==> src/rtl/modulo_varredura_matriz_pkg.sv <==
// Shared definitions for 5x7 LED-matrix pattern readers: geometry,
// the "all rows off" drive value, scan states and the bit-mapping helper.
package modulo_varredura_matriz_pkg;

    localparam int NUM_ROWS  = 7;
    localparam int NUM_COLS  = 5;
    localparam int PATTERN_W = 35;

    // Row drive is active-low, so all ones turns every row off.
    localparam logic [NUM_ROWS-1:0] LIN_OFF = 7'h7F;

    typedef enum logic [1:0] {
        ST_IDLE  = 2'd0,
        ST_LOAD  = 2'd1,
        ST_BLANK = 2'd2,
        ST_SHOW  = 2'd3
    } state_e;

    // Pattern is row-major, 5 bits per row, bit 34 is the top-left LED.
    function automatic int bit_index(input int r, input int c);
        return (PATTERN_W - 1) - (NUM_COLS * r) - c;
    endfunction

endpackage

==> src/rtl/modulo_sel_coluna.sv <==
// Extracts one 7-row column from a 35-bit 5x7 pattern. Pattern bits pass
// straight through (0 = lit), so the result can drive active-low rows.
// An out-of-range column index yields all rows off.
module modulo_sel_coluna
    import modulo_varredura_matriz_pkg::*;
(
    input  logic [34:0] snap_i,
    input  logic [2:0]  idx_i,
    output logic [6:0]  lin_o
);

    // Pick the bit of every row that belongs to the selected column.
    always_comb begin
        lin_o = LIN_OFF;
        for (int r = 0; r < NUM_ROWS; r++) begin
            for (int c = 0; c < NUM_COLS; c++) begin
                if (idx_i == 3'(c)) begin
                    lin_o[r] = snap_i[6'(bit_index(r, c))];
                end
            end
        end
    end

endmodule

==> src/rtl/modulo_varredura_matriz.sv <==
// Scans a 5x7 LED matrix column by column from a per-frame snapshot of the
// pattern bank. Each frame: one LOAD cycle (snapshot taken at its end), then
// for each of the 5 columns BLANK dark cycles followed by DWELL lit cycles.
// Outputs are registered from the next-state values so they always reflect
// the current state registers exactly.
module modulo_varredura_matriz
    import modulo_varredura_matriz_pkg::*;
#(
    parameter int DWELL = 4,
    parameter int BLANK = 1
) (
    input  logic        clk,
    input  logic        clr,
    input  logic        en,
    input  logic [34:0] m_in,
    output logic [4:0]  col,
    output logic [6:0]  lin,
    output logic        frame_sync
);

    localparam logic [15:0] DWELL_LAST = 16'(DWELL - 1);
    localparam logic [15:0] BLANK_LAST = 16'(BLANK - 1);
    // With no blanking, a column hands over directly to the next column.
    localparam state_e      COL_ENTRY  = (BLANK == 0) ? ST_SHOW : ST_BLANK;

    state_e      state_q, state_d;
    logic [15:0] cnt_q, cnt_d;
    logic [2:0]  idx_q, idx_d;
    logic [34:0] snap_q, snap_d;
    logic [4:0]  col_q, col_d;
    logic [6:0]  lin_q, lin_d;
    logic        fs_q, fs_d;
    logic [6:0]  sel_lin;

    modulo_sel_coluna u_sel (
        .snap_i (snap_d),
        .idx_i  (idx_d),
        .lin_o  (sel_lin)
    );

    // Next-state logic: frame sequencing, dwell/blank timing, snapshot capture.
    always_comb begin
        state_d = state_q;
        cnt_d   = cnt_q + 16'd1;
        idx_d   = idx_q;
        snap_d  = snap_q;
        case (state_q)
            ST_IDLE: begin
                cnt_d = '0;
                if (en) begin
                    state_d = ST_LOAD;
                end
            end
            ST_LOAD: begin
                cnt_d   = '0;
                snap_d  = m_in;
                idx_d   = '0;
                state_d = COL_ENTRY;
            end
            ST_BLANK: begin
                if (cnt_q == BLANK_LAST) begin
                    cnt_d   = '0;
                    state_d = ST_SHOW;
                end
            end
            ST_SHOW: begin
                if (cnt_q == DWELL_LAST) begin
                    cnt_d = '0;
                    if (idx_q == 3'(NUM_COLS - 1)) begin
                        // en is only honoured here, so a frame always completes.
                        idx_d   = '0;
                        state_d = en ? ST_LOAD : ST_IDLE;
                    end else begin
                        idx_d   = idx_q + 3'd1;
                        state_d = COL_ENTRY;
                    end
                end
            end
            default: begin
                cnt_d   = '0;
                state_d = ST_IDLE;
            end
        endcase
    end

    // Output decode from the next state, so registered outputs track the state.
    always_comb begin
        col_d = '0;
        lin_d = LIN_OFF;
        fs_d  = (state_d == ST_LOAD);
        if (state_d == ST_SHOW) begin
            col_d[idx_d] = 1'b1;
            lin_d        = sel_lin;
        end
    end

    // State, counter, snapshot and output registers; reset blanks the matrix at once.
    always_ff @(posedge clk or negedge clr) begin
        if (!clr) begin
            state_q <= ST_IDLE;
            cnt_q   <= '0;
            idx_q   <= '0;
            snap_q  <= '1;
            col_q   <= '0;
            lin_q   <= LIN_OFF;
            fs_q    <= 1'b0;
        end else begin
            state_q <= state_d;
            cnt_q   <= cnt_d;
            idx_q   <= idx_d;
            snap_q  <= snap_d;
            col_q   <= col_d;
            lin_q   <= lin_d;
            fs_q    <= fs_d;
        end
    end

    assign col        = col_q;
    assign lin        = lin_q;
    assign frame_sync = fs_q;

endmodule

==> config.mk <==
export PLATFORM = sky130hd
export DESIGN_NAME = modulo_varredura_matriz
export DESIGN_NICKNAME = d
export VERILOG_FILES = /design/src/rtl/modulo_varredura_matriz_pkg.sv /design/src/rtl/modulo_sel_coluna.sv /design/src/rtl/modulo_varredura_matriz.sv
export SDC_FILE = /design/constraint.sdc
export NUM_CORES = 1
export LEC_CHECK = 0
export ABC_AREA = 0
export BUFFER_PORTS_ARGS = -buffer_cell sky130_fd_sc_hd__buf_2
export CAP_MARGIN = 20
export CORE_UTILIZATION = 26
export CTS_CLUSTER_DIAMETER = 30
export DETAILED_ROUTE_END_ITERATION = 12
export GPL_ROUTABILITY_DRIVEN = 0
export SLEW_MARGIN = 20
export SYNTH_ARGS = -nofsm -noshare
export SYNTH_HDL_FRONTEND = slang
export SYNTH_SLANG_ARGS = --single-unit
export TNS_END_PERCENT = 10
==> constraint.sdc <==
create_clock -name clk -period 2.75 [get_ports clk]
set_input_delay 0.1375 -clock clk [delete_from_list [all_inputs] [get_ports clk]]
set_output_delay 0.1375 -clock clk [all_outputs]
set_load 0.1 [all_outputs]
-- Yosys cells after proc, flatten, opt, wreduce, memory -nomap -nowiden
Cells that the tools add are included.
- muxes and demuxes: 52
- magnitude comparators: 2
- equal/unequal tests: 11
- $add $sub $neg: 2
- reduce and logical (&&, ||, !) cells: 5
- operators with widths (kind ; number):
    $pmux 16 s3 ; 1
    $mux 1 ; 37
    $mux 16 ; 2
    $mux 32 ; 1
    $add 16x1->16 const B ; 1
    $eq 16x2->1 const B ; 1
    $logic_not 16->1 ; 1
    $mux 2 ; 4
    $pmux 2 s4 ; 1
    $mux 7 ; 1
    $eq 2x2->1 const B ; 3
    $eq 3x2->1 const B ; 2
    $eq 3x3->1 const B ; 2
    $mux 3 ; 2
    $pmux 3 s2 ; 1
    $mux 5 ; 1
    $eq 2x1->1 const B ; 2
    $lt 3x4->1 const B ; 1
    $add 3x1->3 const B ; 1
    $demux 1 s3 ; 1
    $eq 3x1->1 const B ; 1
    $ge 3x1->1 const B ; 1
    $logic_not 3->1 ; 1
    $logic_not 2->1 ; 1
    other kinds (2) ; 2
- bits in registers: 66
- bits of input ports: 38
- output and inout bits: 13

-- Longest topological paths before layout
Gate-level depths: netlist of the first run.
- depth after elaboration: 11
- mapped depth: 10
- depth with buffers taken out: 9

-- By module
A second synthesis of the first run with hierarchy kept.
- cell total of the unflattened synthesis: 265
- area, all modules: 3315.7 um^2
- by module, submodules not included (module ; instances ; sequential area each (um^2) ; area an instance (um^2) ; cells each):
    modulo_varredura_matriz ; 1 ; 1779.2 ; 3000.4 ; 223
    modulo_sel_coluna ; 1 ; 0.0 ; 315.3 ; 42

-- Least setup slack after synthesis of the first run
OpenSTA, ideal clock, no wires.
- kind: register to register
- start: register cnt_q[0]
- end: register lin_q[0], in the netlist lin[0]
- required time: 2.673 ns
- slack: 0.525 ns
- library setup time: 0.077 ns
- cell stages (with the launch flop): 9
- data arrival time: 2.149 ns
- cell sequence: dfrtp_1 ha_1 nor3b_2 and4_2 o22ai_4 nor2_8 inv_2 or4_1 a21o_1
- word-level cells in the longest chain between the ends: 7
- RTL lines (what ; RTL line ; RTL):
    from (decl) ; modulo_varredura_matriz.sv:27 ; logic [15:0] cnt_q, cnt_d;
    from (signal assigned) ; modulo_varredura_matriz.sv:109 ; cnt_q <= cnt_d;
    $eq 16x2->1 ; modulo_varredura_matriz.sv:67 ; if (cnt_q == DWELL_LAST) begin
    $mux 3 ; modulo_varredura_matriz.sv:67 ;
    $pmux 3 s2 ; modulo_varredura_matriz.sv:47 ; case (state_q)
    $eq 3x2->1 ; modulo_sel_coluna.sv:17 ; if (idx_i == 3'(c)) begin
    $mux 1 (2 in series) ; modulo_sel_coluna.sv:17 ;
    $mux 7 (*) ; modulo_varredura_matriz.sv:91 ; if (state_d == ST_SHOW) begin
    via lin_d[0] ; modulo_varredura_matriz.sv:31 ; logic [6:0] lin_q, lin_d;
    to (signal assigned) ; modulo_varredura_matriz.sv:113 ; lin_q <= lin_d;
    to (decl) ; modulo_varredura_matriz.sv:31 ;
The timed path passes the listed nets; every way through them passes the cells marked *.

-- Worst setup path in the final report of the first run
Ends and elaborated chain as after synthesis.

==> flow_summary.json, run 1 <==
{
  "whs_path_depth": 2,
  "fin_crit_ns": 2.52,
  "area_growth_syn_to_layout_pct": 24.1,
  "timing.rr.end": "lin[0]",
  "fp.dieW_um": 113,
  "fin_cells": 478,
  "viasPerCell": 4.69,
  "hold_viol_final": 0,
  "maxCapViolCount": 0,
  "start_util_pct": 26.6,
  "clock_skew_ns": 0.00683,
  "synthCells": 267,
  "port-buffer-count": 47,
  "dr.pass1.iters": 4,
  "utilization_pct": 33.0,
  "placed_cells": 461,
  "timing.slew.headroom_pct": 60.8,
  "syn-cell-area_um2": 3180,
  "avgSynthCellArea_um2": 11.9,
  "critPathLaunchType": "register",
  "timing.setup.tns_ns": 0,
  "root_buffer": "clkbuf_16",
  "finalCritPeriodShare_pct": 91.7,
  "post-route-drc-count": 0,
  "htree_levels": 3,
  "ys.flop_type": "dfstp_2",
  "pwr-share-comb_pct": 34.5,
  "num_io_pins": 51,
  "cts.sinks": 66,
  "critPathKind": "register to register",
  "pwr-share-seq_pct": 35.5,
  "arrival_ns": 2.79,
  "async_flop_share_pct": 100,
  "synth_edf_count": 0,
  "antenna_found_initial": 0,
  "clk_pin_slew_worst_paths_ns": 0.05,
  "min_from": "m_in[1]",
  "grt_usage_pct": 12.2,
  "synth-seq-cells": 66,
  "worstMarginPinSlew_ns": 0.589,
  "synth_nets": 309,
  "cts_tree": "yes",
  "p_per_area_nw_per_um2": 962,
  "rsz0062_at_grt": "false",
  "die-area_um2": 12700,
  "nNetsFinal": 368,
  "cts_buffers": 9,
  "rr_worst_depth": 8,
  "routed_wl_um": 7110,
  "swShare_pct": 36.7,
  "endpoint_kind": "register",
  "n_antenna_cell": 0,
  "design.core.area_um2": 12000,
  "whs_ns": 0.0457,
  "grt_max_degree": 47,
  "yosys_warnings": 0,
  "min_path_type": "input port to register",
  "p_leak_nw": 1.69,
  "rr_startpoint": "cnt_q[0]",
  "final_antenna_net_count": 0,
  "r2r_slack_ns": 0.23,
  "drt_first_iter_violations": 124,
  "p_total_mw": 3.80,
  "grt_pass1_vias": 2323,
  "finalSetupViolCount": 0,
  "clock_latency_ns": 0.33,
  "outcome": "finished, final reports clean",
  "rows": 40,
  "holdPathEnd": "snap_q[1]",
  "grt.overflow.total": 0,
  "drive_above_1_share_pct": 46.8,
  "ir_worst_vdd_v": 0.000325,
  "dpl.hpwl_um": 5050,
  "avgRoutedWirePerCell_um": 14.9,
  "synth_cell_types": 48,
  "grt_pass1_wl_um": 11700,
  "switching_power_mw": 1.39,
  "p_int_mw": 2.40,
  "die_h_um": 113,
  "timing.fmax_ghz": 0.397,
  "clockBufferDepth": 2,
  "crit_fanout": 8,
  "ys_seq_area_share_pct": 53.5,
  "required_ns": 3.01,
  "slew_violations": 0,
  "clkPwrFrac_pct": 30.0,
  "num_vias": 2243
}
-- cell usage after synthesis (2+ instances only) --
cell	n	area [µm²]
o21ba_1	5	50.1
nand3_1	3	15.0
nor3_1	17	85.1
a21oi_1	8	40.0
nand4_1	3	18.8
xor2_1	7	61.3
a211oi_1	8	60.1
o21ai_1	3	15.0
and3_1	2	12.5
nand2_1	13	48.8
and2_1	2	12.5
dfrtp_1	27	676
a31oi_1	3	18.8
xnor2_1	4	35.0
or3_1	5	31.3
o31ai_1	6	45.0
dfstp_2	39	1020
ha_1	4	50.1
a41oi_1	7	61.3
o21ai_0	4	20.0
buf_2	7	35.0
nor2_1	21	78.8
inv_1	8	30.0
mux2_1	2	22.5
inv_2	3	11.3
clkbuf_1	3	11.3
nor4_4	3	63.8
mux2_2	30	338
-- cells by family after synthesis --
| kind of cell | Yosys count | share of synthesized area, % |
|---|---|---|
| compound gates | 51 | 11.9 |
| xor+xnor | 11 | 3.03 |
| fa+ha+maj | 4 | 1.57 |
| buf+inv | 21 | 2.75 |
| flops | 66 | 53.5 |
| mux | 32 | 11.3 |
| simple gates | 82 | 15.9 |
-- per-stage QoR --
step / area [µm²] / worst slack (ns)
2_1_floorplan: 3180 / 0.525
3_3_place_gp: 3630 / 0.266
3_5_place_dp: 3630 / 0.215
4_1_cts: 3930 / 0.194
5_1_grt: 3950 / 0.0224
6_report: 3950 / 0.229
-- worst max-delay path: stages (launching register included) --
cell	delay, ns
dfrtp_1	0.40
ha_1	0.22
nor3b_4	0.27
nand4_4	0.20
a31o_2	0.36
nor2_1	0.19
inv_1	0.15
or4_1	0.49
a21o_1	0.17
-- sequential cells by signal, summed over array words and instances (netlist names) --
| name | flops |
|---|---|
| lin | 7 |
| col | 5 |
| state_q | 2 |
| snap_q | 32 |
| idx_q | 3 |
| cnt_q | 16 |
| frame_sync | 1 |
-- timing repair --
| action | CTS | global route |
|---|---|---|
| gates resized for setup | 0 | 1 |
| setup endpoints to repair | 0 | 1 |
| hold endpoints to repair | 0 | 27 |
| hold buffers | 0 | 1 |
| setup buffers | 0 | 0 |
-- cell usage in the layout (no fill, tap or decap), types with 4 or more instances in the layout --
cell type  Yosys  routed
inv_1          8       8
o31ai_1        6       6
xnor2_1        4       4
ha_1           4       4
mux2_2        30      30
or3_1          5       5
o21ai_0        4       4
a41oi_1        7       7
xor2_1         7       7
clkbuf_16      0       9
nand2_1       13      13
buf_4          0      11
nor3_1        17      17
dfrtp_1       27      27
nor2_1        21      20
a21oi_1        8       8
buf_2          7      46
a211oi_1       8       8
dfstp_2       39      39
o21ba_1        5       5
-- power by group through the flow --
stage          sequential [mW]  clock [mW]  combinational, mW
6_report                  1.35        1.14               1.31
4_1_cts                   1.35        1.16               1.30
3_5_place_dp              1.36           0               1.30
2_1_floorplan             1.57           0              0.758
5_1_grt                   1.37        1.19               1.44
3_3_place_gp              1.36           0               1.27
-- metal layers --
metal / vias up / track usage, % / wire (µm)
met5: - / 0 / 0
met4: 0 / 6.93 / 169
met3: 11 / 2.81 / 291
met2: 53 / 17.7 / 3130
met1: 1088 / 16.6 / 3520
li1: 1091 / - / -
-- cell type report --
| class | instances | area, µm² |
|---|---|---|
| fill | 1200 | 8010 |
| inverter | 11 | 41.3 |
| clock buffer | 12 | 246 |
| timing repair buffer | 58 | 323 |
| multi-input combinational | 180 | 1400 |
| clock inverter | 4 | 51.3 |
| sequential | 66 | 1700 |
| tap | 147 | 184 |
-- worst max-delay path by stage --
stage / startpoint / slack (ns) / to
final: cnt_q[0] / 0.23 / lin[0]
after global routing: cnt_q[0] / 0.02 / lin[0]
after CTS: cnt_q[0] / 0.19 / lin[0]
after detailed placement: cnt_q[0] / 0.22 / lin[0]
after global placement: cnt_q[0] / 0.27 / lin[0]
after floorplan: cnt_q[0] / 0.52 / lin[0]
Power figures use the tool's default switching activity.
==> run 2, diff against run 1 <==
--- a/config.mk
+++ b/config.mk
@@ -8,7 +8,7 @@
 export ABC_AREA = 0
 export BUFFER_PORTS_ARGS = -buffer_cell sky130_fd_sc_hd__buf_2
 export CAP_MARGIN = 20
-export CORE_UTILIZATION = 26
+export CORE_UTILIZATION = 30
 export CTS_CLUSTER_DIAMETER = 30
 export DETAILED_ROUTE_END_ITERATION = 12
 export GPL_ROUTABILITY_DRIVEN = 0
==> run 2 against run 1 <==
Net effect:
- sequential share of layout area rose by 1.3 points
- register-to-register slack improved by 0.03 ns
- via count did not move
- setup slack improved by 0.026 ns
- sequential power barely moved
- cell count fell by 2.7%
==> flow_summary.json, run 2 (same netlist as run 1, synthesis figures left out) <==
{
  "outcome": "finished, final reports clean",
  "fp.dieW_um": 105,
  "timing.fmax_ghz": 0.401,
  "cp-startpoint": "cnt_q[0]",
  "grt_usage_pct": 13.1,
  "rr_worst_depth": 8,
  "final_common_cell": "buf_2",
  "cp_num_buf_inv": 1,
  "nNetsFinal": 366,
  "utilization_pct": 37.1,
  "cts.sinks": 66,
  "max_stage_delay_ns": 0.55,
  "cp_num_cells": 8,
  "worstMarginPinSlew_ns": 0.665,
  "largest_reg_flops": 32,
  "fin_ws_ns": 0.255,
  "htree_levels": 3,
  "timing.slew.headroom_pct": 55.4,
  "critPathKind": "register to register",
  "n_antenna_cell": 0,
  "fin_cells": 465,
  "viasPerCell": 4.82,
  "whs_path_depth": 2,
  "final_cell_mix": "buf_2 (47), dfstp_2 (39), mux2_2 (30)",
  "finalCritPeriodShare_pct": 90.7,
  "timing.setup.tns_ns": 0,
  "required_ns": 3.03,
  "start_util_pct": 30.8,
  "crit_slowest_cell": "or4_1",
  "design.core.area_um2": 10300,
  "multi_input_area_um2": 1400,
  "critPathTopFamily": "simple AND/OR/NAND/NOR gates",
  "rsz0062_at_grt": "false",
  "clock_latency_ns": 0.34,
  "die-area_um2": 11000,
  "finalSetupViolCount": 0,
  "p_per_area_nw_per_um2": 912,
  "grt_max_degree": 48,
  "grt_pass1_vias": 2233,
  "avgRoutedWirePerCell_um": 14.3,
  "drive_above_1_share_pct": 47.1,
  "dp_slack_ns": 0.254,
  "drt_first_iter_violations": 82,
  "register_area_um2": 1700,
  "port-buffer-count": 47,
  "fin_crit_ns": 2.50,
  "rr_startpoint": "cnt_q[0]",
  "clockBufferDepth": 2,
  "num_io_pins": 51,
  "dr.pass1.iters": 4,
  "post-route-drc-count": 0,
  "arrival_ns": 2.77,
  "cts_buffers": 9,
  "maxCapViolCount": 0,
  "placed_cells": 448,
  "hold_viol_final": 0,
  "grt_pass1_wl_um": 11300,
  "min_from": "m_in[1]",
  "cp_cell_sequence": "ha_1 > nor3b_2 > and4_2 > o22ai_4 > nor2_8 > inv_2 > or4_1 > a21o_1",
  "grt.overflow.total": 0,
  "area_growth_syn_to_layout_pct": 20.5,
  "die_h_um": 105,
  "regMostFlops": "snap_q",
  "num_vias": 2243,
  "clk_pin_slew_worst_paths_ns": 0.08,
  "ir_worst_vdd_v": 0.000322,
  "fill_cells": 1000,
  "cts_tree": "yes",
  "min_path_type": "input port to register",
  "p_total_mw": 3.50,
  "whs_ns": 0.0313,
  "clock_skew_ns": 0.0103,
  "routed_wl_um": 6660,
  "final_cell_area_um2": 3830,
  "rows": 37,
  "p_leak_nw": 1.65,
  "crit_fanout": 17,
  "dpl.hpwl_um": 4830,
  "endpoint_kind": "register",
  "slew_violations": 0,
  "antenna_found_initial": 0,
  "post_cts_buffers": 0,
  "critPathLaunchType": "register",
  "final_antenna_net_count": 0,
  "placed_area_um2": 3600,
  "root_buffer": "clkbuf_8"
}
-- run 2: worst paths after layout --
check                             end  slack, ns
min reg2reg                  cnt_q[0]       0.51
max reg2reg                    lin[0]       0.25
max in group asynchronous  snap_q[30]       1.52
max                            lin[0]       0.25
min                         snap_q[1]       0.03
min in group asynchronous    cnt_q[9]       0.28
-- run 2: cell type report --
cell class,count,area share (%)
Sequential cell,66,44.4
Multi-Input combinational cell,180,36.4
Timing Repair Buffer,56,7.97
Tap cell,136,4.44
Clock buffer,10,3.89
Clock inverter,6,1.83
Inverter,11,1.08
-- run 2: worst reg2reg max path, delay by kind of cell, from the launching register on --
kind                     cells  cell delay, ns
AND/OR/NAND/NOR              4            1.38
flip-flops                   1            0.41
AO/OA/AOI/OAI                2            0.28
adder cells (fa/ha/maj)      1            0.23
buffers and inverters        1            0.16
-- run 2: power breakdown --
| part | switching, mW | internal [mW] |
|---|---|---|
| registers | 0.125 | 1.22 |
| logic | 0.837 | 0.432 |
| clock network | 0.399 | 0.482 |
| total | 1.36 | 2.13 |
-- run 2: timing repair --
action,in CTS,in global routing
resized for setup,0,0
hold buffers,1,0
endpoints found under the hold margin,11,0
-- run 2: metal layers --
layer	global-route usage [%]	vias to the layer above	wire, µm
met5	0	-	0
li1	-	1088	-
met1	18.4	1102	3280
met2	19.2	43	2970
met3	2.37	10	297
met4	6.34	0	117
